### src/rtl/pr_reconfig_ctrl.sv
// pr_reconfig_ctrl: sequences one partial-reconfiguration load (decouple, ICAP stream, flush, RM reset, recouple).
module pr_reconfig_ctrl #(
  parameter int CNT_W         = 24,
  parameter int SETTLE_CYCLES = 4,
  parameter int FLUSH_CYCLES  = 8,
  parameter int RESET_CYCLES  = 16,
  parameter int TIMEOUT       = 65535,
  parameter bit BIT_SWAP      = 1'b1
) (
  input  logic             CLK,
  input  logic             RST,
  input  logic             start,
  input  logic [CNT_W-1:0] word_count,
  input  logic             abort,
  input  logic [31:0]      s_data,
  input  logic             s_valid,
  output logic             s_ready,
  output logic [31:0]      icap_i,
  output logic             icap_csib,
  output logic             icap_rdwrb,
  output logic             rp_decouple,
  output logic             rp_reset,
  output logic             busy,
  output logic             done,
  output logic             error,
  output logic [CNT_W-1:0] words_loaded
);
  typedef enum logic [2:0] {
    S_IDLE, S_DECOUPLE, S_LOAD, S_FLUSH, S_RM_RESET, S_RECOUPLE, S_FAIL
  } state_t;
  state_t           r_state, w_state;
  logic [31:0]      r_timer, w_timer;
  logic [CNT_W-1:0] r_lat, w_lat, r_wl, w_wl;
  logic [31:0]      r_icap, w_icap, w_swap;
  logic             r_ready, w_ready, r_csib, w_csib, r_rdwrb, w_rdwrb;
  logic             r_dec, w_dec, r_rst, w_rst, r_busy, w_busy, r_done, w_done, r_err, w_err;
  logic             w_xfer;
  // Bit b of a byte maps to bit 7-b of the same byte, i.e. index b^7.
  for (genvar b = 0; b < 32; b++) begin : g_swap
    assign w_swap[b] = s_data[BIT_SWAP ? (b ^ 7) : b];
  end
  // abort must block a coincident handshake, so it gates s_ready combinationally.
  assign s_ready      = r_ready & ~abort;
  assign w_xfer       = s_valid & s_ready;
  assign icap_i       = r_icap;
  assign icap_csib    = r_csib;
  assign icap_rdwrb   = r_rdwrb;
  assign rp_decouple  = r_dec;
  assign rp_reset     = r_rst;
  assign busy         = r_busy;
  assign done         = r_done;
  assign error        = r_err;
  assign words_loaded = r_wl;
  always_comb begin
    w_state = r_state;
    w_timer = r_timer + 32'd1;
    w_lat   = r_lat;
    w_wl    = r_wl;
    w_ready = 1'b0;
    w_icap  = r_icap;
    w_csib  = 1'b1;
    w_rdwrb = r_rdwrb;
    w_dec   = r_dec;
    w_rst   = r_rst;
    w_busy  = r_busy;
    w_done  = 1'b0;
    w_err   = r_err;
    case (r_state)
      S_IDLE: begin
        w_timer = '0;
        if (start && word_count != '0) begin
          w_state = S_DECOUPLE;
          w_lat   = word_count;
          w_wl    = '0;
          w_err   = 1'b0;
          w_dec   = 1'b1;
          w_rdwrb = 1'b0;
          w_busy  = 1'b1;
        end else if (start) begin
          w_err = 1'b1;
        end
      end
      S_DECOUPLE: begin
        if (abort) begin
          w_state = S_FAIL;
          w_timer = '0;
          w_err   = 1'b1;
          w_rst   = 1'b1;
        end else if (r_timer == 32'(SETTLE_CYCLES - 1)) begin
          w_state = S_LOAD;
          w_timer = '0;
          w_ready = 1'b1;
        end
      end
      S_LOAD: begin
        if (abort || (!s_valid && r_timer == 32'(TIMEOUT - 1))) begin
          w_state = S_FAIL;
          w_timer = '0;
          w_err   = 1'b1;
          w_rst   = 1'b1;
        end else begin
          w_wl    = (w_xfer && r_wl != r_lat) ? r_wl + 1'b1 : r_wl;
          w_ready = w_wl < r_lat;
          w_csib  = ~w_xfer;
          w_icap  = w_xfer ? w_swap : r_icap;
          w_timer = s_valid ? '0 : r_timer + 32'd1;
          if (w_xfer && w_wl == r_lat) begin
            w_state = S_FLUSH;
            w_timer = '0;
          end
        end
      end
      S_FLUSH: begin
        if (abort) begin
          w_state = S_FAIL;
          w_timer = '0;
          w_err   = 1'b1;
          w_rst   = 1'b1;
        end else if (r_timer == 32'(FLUSH_CYCLES - 1)) begin
          w_state = S_RM_RESET;
          w_timer = '0;
          w_rst   = 1'b1;
        end
      end
      S_RM_RESET: begin
        if (r_timer == 32'(RESET_CYCLES - 1)) begin
          w_state = S_RECOUPLE;
          w_rst   = 1'b0;
          w_dec   = 1'b0;
          w_done  = 1'b1;
        end
      end
      S_RECOUPLE: begin
        w_state = S_IDLE;
        w_timer = '0;
        w_busy  = 1'b0;
        w_rdwrb = 1'b1;
      end
      S_FAIL: begin
        if (r_timer == 32'(RESET_CYCLES - 1)) begin
          w_state = S_IDLE;
          w_timer = '0;
          w_rst   = 1'b0;
          w_busy  = 1'b0;
          w_rdwrb = 1'b1;
        end
      end
      default: w_state = S_IDLE;
    endcase
  end
  always_ff @(posedge CLK) begin
    if (RST) begin
      r_state <= S_IDLE;
      r_timer <= '0;
      r_lat   <= '0;
      r_wl    <= '0;
      r_ready <= 1'b0;
      r_icap  <= '0;
      r_csib  <= 1'b1;
      r_rdwrb <= 1'b1;
      r_dec   <= 1'b0;
      r_rst   <= 1'b0;
      r_busy  <= 1'b0;
      r_done  <= 1'b0;
      r_err   <= 1'b0;
    end else begin
      r_state <= w_state;
      r_timer <= w_timer;
      r_lat   <= w_lat;
      r_wl    <= w_wl;
      r_ready <= w_ready;
      r_icap  <= w_icap;
      r_csib  <= w_csib;
      r_rdwrb <= w_rdwrb;
      r_dec   <= w_dec;
      r_rst   <= w_rst;
      r_busy  <= w_busy;
      r_done  <= w_done;
      r_err   <= w_err;
    end
  end
endmodule

### config.mk
export PLATFORM = sky130hd
export DESIGN_NAME = pr_reconfig_ctrl
export DESIGN_NICKNAME = d
export VERILOG_FILES = /design/src/rtl/pr_reconfig_ctrl.sv
export SDC_FILE = /design/constraint.sdc
export NUM_CORES = 1
export LEC_CHECK = 0
export ABC_CLOCK_PERIOD_IN_PS = 7000
export BUFFER_PORTS_ARGS = -buffer_cell sky130_fd_sc_hd__buf_2
export CAP_MARGIN = 20
export CORE_MARGIN = 1
export CORE_UTILIZATION = 40
export DETAILED_ROUTE_END_ITERATION = 7
export GPL_ROUTABILITY_DRIVEN = 0
export PLACE_DENSITY = 0.71
export SLEW_MARGIN = 20
export SYNTH_ARGS = -nofsm -noshare
export SYNTH_HDL_FRONTEND = slang
export SYNTH_SLANG_ARGS = --single-unit
### constraint.sdc
create_clock -name CLK -period 7 [get_ports CLK]
set_clock_uncertainty 0.2 [all_clocks]
set_input_delay 1.4 -clock CLK [delete_from_list [all_inputs] [get_ports CLK]]
set_output_delay 1.4 -clock CLK [all_outputs]
set_load 0.1 [all_outputs]
# == Yosys cells after proc, flatten, opt, wreduce, memory -nomap -nowiden ==
# Index checks and enable logic that the tools add are counted.
# word_totals
reg_bits,123
latch_bits,0
mem_bits_rw,0
romBits,0
inputBits,61
out_inout_bits,64
wordCells,116
memories,0
# op_classes
n_addsub,2
multipliers,0
n_div,0
order_cmp,1
eq_ne,24
shifts,0
mux,43
bitwise_logic,7
reduce_logical,26
# ops
op,count
two-way mux 32 bit,8
one-hot mux 32 bit (5 select lines),1
two-way mux 24 bit,3
one-hot mux 24 bit (2 select lines),1
"adder 32 x 1 -> 32 bit, second input constant",1
"equality test 32 x 16 -> 1 bit, second input constant",1
"equality test 32 x 2 -> 1 bit, second input constant",1
"equality test 32 x 3 -> 1 bit, second input constant",1
"equality test 32 x 4 -> 1 bit, second input constant",1
two-way mux 3 bit,9
"adder 24 x 1 -> 24 bit, second input constant",1
equality test 24 bit,1
< comparator 24 bit,1
!= test 24 bit,1
nonzero test 24 bit,1
one-hot mux 3 bit (6 select lines),1
two-way mux 1 bit,14
"!= test 2 bit, second input constant",6
"!= test 3 bit, second input constant",4
AND reduction 3 bit,4
"equality test 3 bit, second input constant",3
one-hot mux 1 bit (3 select lines),3
OR reduction 2 bit,4
"equality test 3 x 2 -> 1 bit, second input constant",2
18 further kinds,30

# == Depth between registers and ports, before layout ==
# Gate-level depths: netlist of run 1.
# logic_depth
word_depth,10
ltp_mapped,16
ltp_nobuf,13

# == Worst setup path after synthesis of run 1 ==
# Ideal clock, no wire load.
# synth_timing
path_kind,input port to flip-flop
startpoint,in abort
endpoint,reg r_ready
setup_ps,116
arrival_ps,5133
required_time_ps,6684
slack_ps,1551
stages,11
path_buffers,0
path_cell_list,nor2b_1 > nand2_1 > a21oi_1 > mux2_2 > ha_1 > nor2b_1 > o21a_1 > o21a_1 > o21ai_0 > a311o_1 > a31o_2
# synth_between
elab_chain_len,8
word_cells_on_any_way,10
cone_classes,order compare (1); mux (4); bitwise (3); reduce/logical (2)
# synth_lines
item,line_no,source
from (decl),14,"input logic abort,"
inverter 1 bit,43,assign s_ready = r_ready & ~abort;
bitwise AND 1 bit,43,
bitwise AND 1 bit,44,assign w_xfer = s_valid & s_ready;
logical AND 1 bit,102,w_wl = (w_xfer && r_wl != r_lat) ? r_wl + 1'b1 : r_wl;
two-way mux 24 bit,102,
< comparator 24 bit,103,w_ready = w_wl < r_lat;
two-way mux 1 bit,96,if (abort || (!s_valid && r_timer == 32'(TIMEOUT - 1))) begin
one-hot mux 1 bit (2 select lines) (*),68,case (r_state)
to (signal assigned),171,r_ready <= w_ready;
to (decl),35,"logic r_ready, w_ready, r_csib, w_csib, r_rdwrb, w_rdwrb;"
# Mark *: on every way between the ends. The rest lies on a longest branch, timed or not.
# A chain may end at the register's enable or synchronous reset.

# == Worst setup path after layout of run 1 ==
# layout_timing
startpoint,reg r_wl[12] (netlist: words_loaded[12])
endpoint,reg r_ready
# layout_between
elab_chain_len,6
word_cells_on_any_way,7
cone_classes,add/sub (1); order compare (1); eq/ne (1); mux (3); reduce/logical (1)
# layout_lines
item,line_no,source
from (decl),33,"logic [CNT_W-1:0] r_lat, w_lat, r_wl, w_wl;"
from (signal assigned),170,r_wl <= w_wl;
"parallel branches: the longest is 2 deep, another holds adder 24 x 1 -> 24 bit",-,
two-way mux 24 bit (*),102,
< comparator 24 bit (*),103,
two-way mux 1 bit (*),96,
one-hot mux 1 bit (2 select lines) (*),68,
# Mark *: on every way between the ends.

==> impl_metrics.csv, run 1 <==
group,metric,value,unit
setup_path,cpPeakStageDelay,0.76,ns
setup_path,critPathMaxFanout,19,
status,status,"finished, violations left",
sta,drv_slew,0,
sta,rsz0062_at_grt,"no",
placed_design,post-place-cells,1147,
detailed_routing,drt_iter0_drc,516,
detailed_routing,post_drt_via_cell_ratio,5.35,
synthesis,synth_top_family_by_area,"simple AND/OR/NAND/NOR gates",
die,die_h,132,um
die,die_w,132,um
sta,worst_pin_slew,1.02,ns
synthesis,yosys_warnings,0,
global_route,antenna_found_initial,0,
die,dieArea,17300,um^2
placed_design,io_buffer_count,124,
clock_network,cts_resized,0,
setup_path,cpMostUsedCell,"nand4_1",
global_route,grt_max_degree,83,
die,start_util,40.8,%
setup_path,critPathTopFamily,"simple AND/OR/NAND/NOR gates",
die,ios,125,
sta,relSlewSlack,31.8,%
sta,hold_viol_final,0,
finish,multiInputGateArea,3890,um^2
synthesis,ys_seq_area_share,36.6,%
global_route,grt_pass1_wl,29.7,mm
pwr,p_total,2.21,mW
setup_path,worst_ep_required_time,7.12,ns
global_route,grt_remaining_overflow,0,
setup_path,crit_slowest_cell,"dfxtp_1",
finish,regArea,2460,um^2
clock_network,clkSinkCount,123,
setup_path,end_kind,"register",
synthesis,yosys_most_used_dff,"dfxtp_1",
clock_network,root_buffer,"clkbuf_16",
min_path,holdPathEnd,"icap_i[20]$_SDFFE_PP0P_",
setup_path,reg2regPathDepth,12,
setup_path,r2r_end,"r_ready$_SDFF_PP0_",
synthesis,synth_area_leaders,"dfxtp_1 (37%), nand2_1 (9.1%), xnor2_1 (5.7%)",
die,row_count,47,
synthesis,synth.distinct_cells,65,
finish,fin_cells,1178,
global_route,grt_pass1_vias,5887,
setup_path,ff2ff_setup_slack,2.56,ns
detailed_routing,drtPass1Iterations,7,
status,violations,"DRC",
min_path,hold-path-cell-count,2,
synthesis,synth_cells,853,
synthesis,async_reset_ff_share,0,%
sta,period_needed,4.44,ns
clock_network,cts_buffers,17,
clock_network,ctsHoldBuffers,0,
sta,fin_crit_sh,63.4,%
synthesis,synth_fa_ha_area_share,5.03,%
setup_path,startpoint_type,"register",
placed_design,dp_hpwl,13.1,mm
synthesis,synth-seq-cells,123,
pwr,p_leak,3.14,nW
setup_path,path_buf_inv,0,
synthesis,synth_top_area_cell,"dfxtp_1",
detailed_routing,drtAntennaViolNets,0,
clock_network,clk_pin_slew,0.06,ns
synthesis,synth_area_per_cell,7.88,um^2
finish,fin_nets,1034,
finish,syn2layout_area_growth,19.1,%
synthesis,synth_mux_area_share,0.168,%
setup_path,crit_path_cell_trace,"xnor2_1 > nand4_1 > nor4_4 > and2_1 > nor3_1 > xor2_1 > ha_1 > nand4_1 > nor4_1 > o21ai_0 > a311o_1 > a31o_2",
synthesis,synthesis.nets,941,
finish,final_common_cell,"nand2_1",
sta,finalSetupViolCount,0,
finish,num-fill-cells,1658,
synthesis,netlist_area,6720,um^2
finish,final_cell_mix,"nand2_1 (163), buf_2 (124), dfxtp_1 (123)",
clock_network,cts_tree,"done",
synthesis,synth_edf_count,0,
detailed_routing,drc,1,
min_path,hp-start,"icap_i[20]$_SDFFE_PP0P_",
pwr,power.density,276,nW/um^2
finish,diodes,0,
detailed_routing,post_drt_wl_per_cell,15.4,um
sta,clock.fmax,0.225,GHz
synthesis,synth_top_area_share,36.6,%
synthesis,synth_simple_gate_area_share,26.8,%
setup_path,r2r_start,"words_loaded[12]$_SDFFE_PP0P_",
sta,tns,0,ns
global_route,grt.total_usage,21.4,%
clock_network,cts_max_level,4,
pwr,peakVddDrop,0.169,mV
finish,drive_gt1_share,18.3,%
clock_network,post-cts-setup-buffers,0,
detailed_routing,num_vias,6306,
synthesis,synth_compound_area_share,15.7,%
synthesis,synth_xor_area_share,10.2,%
detailed_routing,routed_wl,18.1,mm
run,cap_violations,0,
clock_network,cts_max_path_buffers,2,
die,core_area,16500,um^2
setup_path,path_class,"register to register",
clock_network,clkLatencyLatePin,0.42,ns
setup_path,cp.arrival,4.56,ns
min_path,min_path_type,"register to register",
==> worst max path at each step <==
stage	startpoint	to	slack, ns	depth (start not counted)
floorplan	abort	r_ready$_SDFF_PP0_	1.55	11
global route	words_loaded[12]$_SDFFE_PP0P_	r_ready$_SDFF_PP0_	2.24	12
CTS	words_loaded[12]$_SDFFE_PP0P_	r_ready$_SDFF_PP0_	2.58	12
detailed placement	abort	r_ready$_SDFF_PP0_	2.18	12
global placement	abort	r_ready$_SDFF_PP0_	2.26	12
finish	words_loaded[12]$_SDFFE_PP0P_	r_ready$_SDFF_PP0_	2.56	12
==> sequential cells by signal (all words and copies together), names as in the netlist, 3 cells and up <==
signal        flops
words_loaded     24
r_state           3
icap_i           32
r_timer          32
r_lat            24
==> synth_stat cells (all sizes together) (3+ instances only) <==
| cell type | n |
|---|---|
| nor2b | 10 |
| nand2 | 164 |
| and2 | 8 |
| clkbuf | 35 |
| a211o | 3 |
| xor2 | 34 |
| xnor2 | 44 |
| a21o | 5 |
| dfxtp | 123 |
| ha | 27 |
| or3 | 7 |
| a32oi | 5 |
| o311ai | 4 |
| o211ai | 9 |
| and4 | 7 |
| inv | 31 |
| nor2 | 58 |
| a41oi | 3 |
| nor3 | 12 |
| a31oi | 13 |
| o21ai | 20 |
| nand4 | 28 |
| and3 | 10 |
| nor4 | 19 |
| o21a | 5 |
| buf | 19 |
| nand2b | 5 |
| a21oi | 77 |
| nand3 | 37 |
==> report_power, final <==
| part | internal [mW] | switching [mW] | total (mW) |
|---|---|---|---|
| sequential | 0.747 | 0.0616 | 0.808 |
| combinational | 0.153 | 0.349 | 0.503 |
| clock | 0.558 | 0.336 | 0.895 |
==> metal layers <==
layer  vias to the layer above  share of wire (%)  track usage, %
li1                       3179                  -               -
met1                      2835                 46            28.2
met2                       250                 44            32.2
met3                        42                8.1            5.63
met4                         0                2.3            10.7
met5                         -                  0               0
==> layout make-up <==
class	instances	area share, %
clock inverter	14	2.17
tap	220	3.44
clock buffer	17	5.31
sequential	123	30.8
inverter	31	1.45
multi-input combinational	645	48.6
timing repair buffer	128	8.22
==> worst reg2reg max path: stages (launching register included) <==
cell     delay, ns
dfxtp_1       0.76
xnor2_1       0.19
nand4_1       0.17
nor4_4        0.49
and2_1        0.67
nor3_1        0.20
xor2_1        0.20
ha_1          0.31
nand4_1       0.12
nor4_1        0.31
o21ai_0       0.15
a311o_1       0.33
a31o_2        0.24
==> metrics by stage <==
stage               worst slack (ns)  hold slack [ns]  util, %  area [um^2]
floorplan                       1.55            0.237        -         6720
global placement                2.26            0.239     44.9         7390
detailed placement              2.18            0.243     45.0         7400
CTS                             2.58            0.251     48.6         8000
global route                    2.24            0.272     48.6         8000
finish                          2.56            0.250     48.6         8000
==> logic make-up after synthesis <==
| family | Yosys count |
|---|---|
| xor gates and xnor gates | 78 |
| adders and majority gates | 27 |
| buffers and inverters | 85 |
| and+or+nand+nor | 375 |
| muxes | 1 |
| AOI/OAI and AO/OA | 164 |
| DFF | 123 |
(Power assumes the default switching activity.)
==> run 2, diff against run 1 <==
ABC_AREA = 1   (was unset)
ABC_CLOCK_PERIOD_IN_PS = 3580   (was 7000)
PLACE_DENSITY = 0.72   (was 0.71)
clock period = 3.58 ns   (was 7 ns; I/O delays follow)
==> impl_metrics.csv, run 2 <==
group,metric,value,unit
clock_network,ctsHoldBuffers,0,
clock_network,cts_max_path_buffers,2,
sta,tns,0,ns
die,row_count,49,
synthesis,synth_top_area_share,33.6,%
detailed_routing,drtPass1Iterations,5,
synthesis,synth_common_cells,"nand2_1 (310), nor2_1 (218), inv_1 (131), dfxtp_1 (123), nand3_1 (87)",
synthesis,async_reset_ff_share,0,%
synthesis,ys_seq_area_share,33.6,%
detailed_routing,post_drt_wl_per_cell,13.4,um
global_route,grt_pass1_wl,33.4,mm
synthesis,synthesis.nets,1263,
synthesis,synth-seq-cells,123,
synthesis,yosysMostFrequentCell,"nand2_1",
global_route,grt.busiest_layer,"met2",
clock_network,cts_tree,"done",
global_route,grt_max_degree,35,
pwr,comb_power_share,28.3,%
min_path,min_path_type,"register to register",
sta,finalSetupViolCount,0,
synthesis,synth_edf_count,0,
finish,drive_gt1_share,15.8,%
sta,fin_ws,0.352,ns
setup_path,worst_ep_required_time,3.70,ns
die,core_area,18000,um^2
clock_network,cts_max_level,4,
synthesis,synth_area_per_cell,6.24,um^2
pwr,power_frac_seq,34.8,%
finish,syn2layout_area_growth,20.5,%
clock_network,cts_buffers,17,
finish,final_cell_mix,"nand2_1 (310), nor2_1 (217), inv_1 (131)",
finish,fin_cells,1549,
clock_network,cts_resized,0,
setup_path,cp.arrival,3.35,ns
synthesis,synth.distinct_cells,37,
global_route,grt.total_usage,22.5,%
detailed_routing,drtAntennaViolNets,0,
global_route,antenna_found_initial,1,
placed_design,post-place-cells,1516,
detailed_routing,num_vias,7736,
die,start_util,40.8,%
status,status,"complete, no violations",
sta,fin_crit_sh,90.2,%
sta,drv_slew,0,
placed_design,io_buffer_count,124,
finish,fin_nets,1394,
run,cap_violations,0,
sta,period_needed,3.23,ns
pwr,p_leak,4.13,nW
sta,relSlewSlack,34.1,%
detailed_routing,drt_iter0_drc,531,
global_route,gr-usage-met1,27.2,%
setup_path,path_class,"register to register",
pwr,peakVddDrop,0.366,mV
pwr,switchingPower,1.75,mW
placed_design,dp_hpwl,15.5,mm
die,dieArea,18900,um^2
synthesis,yosys_warnings,0,
clock_network,clkSinkCount,123,
sta,rsz0062_at_grt,"no",
finish,fin_util,49.2,%
die,die_h,137,um
placed_design,pre_cts_slack,0.192,ns
synthesis,synth_top_area_cell,"dfxtp_1",
pwr,p_clk_share,36.8,%
synthesis,netlist_area,7330,um^2
pwr,power.density,512,nW/um^2
synthesis,synth_cells,1175,
detailed_routing,routed_wl,20.7,mm
finish,final_common_cell,"nand2_1",
clock_network,post-cts-setup-buffers,0,
clock_network,clk_pin_slew,0.06,ns
setup_path,end_kind,"register",
setup_path,critPathMaxFanout,9,
placed_design,postPlaceCellArea,8250,um^2
sta,clock.fmax,0.310,GHz
global_route,grt_util_met3,5.81,%
clock_network,clkLatencyLatePin,0.43,ns
pwr,p_int,2.78,mW
die,ios,125,
pwr,swShare,38.6,%
detailed_routing,drc,0,
synthesis,synth_area_leaders,"dfxtp_1 (34%), nand2_1 (16%), nor2_1 (11%)",
global_route,met2_usage,38.6,%
sta,hold_viol_final,0,
clock_network,root_buffer,"clkbuf_16",
finish,fin_area,8830,um^2
synthesis,yosys_most_used_dff,"dfxtp_1",
setup_path,startpoint_type,"register",
global_route,grt_pass1_vias,7153,
global_route,grt_remaining_overflow,0,
detailed_routing,post_drt_via_cell_ratio,4.99,
sta,worst_pin_slew,0.988,ns
die,die_w,137,um
run 2: cell types whose count changed in the layout (fill, tap and decap cells not counted), sizes merged, moves of 42 or more:
cell / before / now
nand3: 37 / 88
nand2: 164 / 317
xnor2: 44 / 2
o21ai: 20 / 71
nor2: 58 / 225
inv: 32 / 144
run 2: per-stage QoR:
stage / power, mW / hold WS (ns)
3_3_place_gp: 2.86 / 0.239
5_1_grt: 4.78 / 0.272
6_report: 4.53 / 0.245
4_1_cts: 4.55 / 0.249
2_1_floorplan: 2.59 / 0.230
3_5_place_dp: 2.88 / 0.238
run 2: worst max-delay path, stage by stage (launching register included):
cell	delay, ns
dfxtp_2	0.42
ha_1	0.28
inv_1	0.08
nor2_1	0.14
nand2_1	0.10
nor2_1	0.18
xor2_1	0.17
nand3_1	0.11
nand2_1	0.09
inv_1	0.04
ha_1	0.27
nand4_1	0.08
nor3_1	0.35
nand4_1	0.18
nand3b_1	0.23
nand3_1	0.11
nand2_1	0.07
nor2_1	0.04
run 2: final timing paths:
check	startpoint	end	slack [ns]	depth (start not counted)
setup / recovery	words_loaded[0]$_SDFFE_PP0P_	r_state[2]$_SDFFE_PP0P_	0.35	17
hold / removal	rp_reset$_SDFFE_PP0P_	rp_reset$_SDFFE_PP0P_	0.24	2
setup reg to reg	words_loaded[0]$_SDFFE_PP0P_	r_state[2]$_SDFFE_PP0P_	0.35	17
hold reg to reg	rp_reset$_SDFFE_PP0P_	rp_reset$_SDFFE_PP0P_	0.24	2
run 2: power groups by stage:
| stage | Sequential [mW] | Combinational, mW | Clock [mW] |
|---|---|---|---|
| 2_1_floorplan | 1.76 | 0.828 | 0 |
| 3_3_place_gp | 1.60 | 1.26 | 0 |
| 3_5_place_dp | 1.60 | 1.27 | 0 |
| 4_1_cts | 1.58 | 1.28 | 1.69 |
| 5_1_grt | 1.59 | 1.43 | 1.75 |
| 6_report | 1.58 | 1.28 | 1.67 |
run 2: cell families after synthesis:
family	share of synthesized area, %
flip-flops	33.6
buffers and inverters	9.25
XOR/XNOR	3.94
AND/OR/NAND/NOR	38.5
adder cells (fa/ha/maj)	4.61
AO/OA/AOI/OAI	10.1
run 2: layer usage:
metal  vias up  part of all wire, %
li1       3993                    -
met2       225                   47
met5         -                0.063
met4         2                  1.5
met3        32                  6.3
met1      3484                   45
run 2: final cells by class:
type                    count  area (um^2)
diodes                      1         2.50
clock buffers              17          425
clock inverters            15          143
fillers                  1826         9130
inverters                 134          503
multi-input cells         883         4210
flip-flops and latches    123         2470
well taps                 229          287
repair buffers            147          793
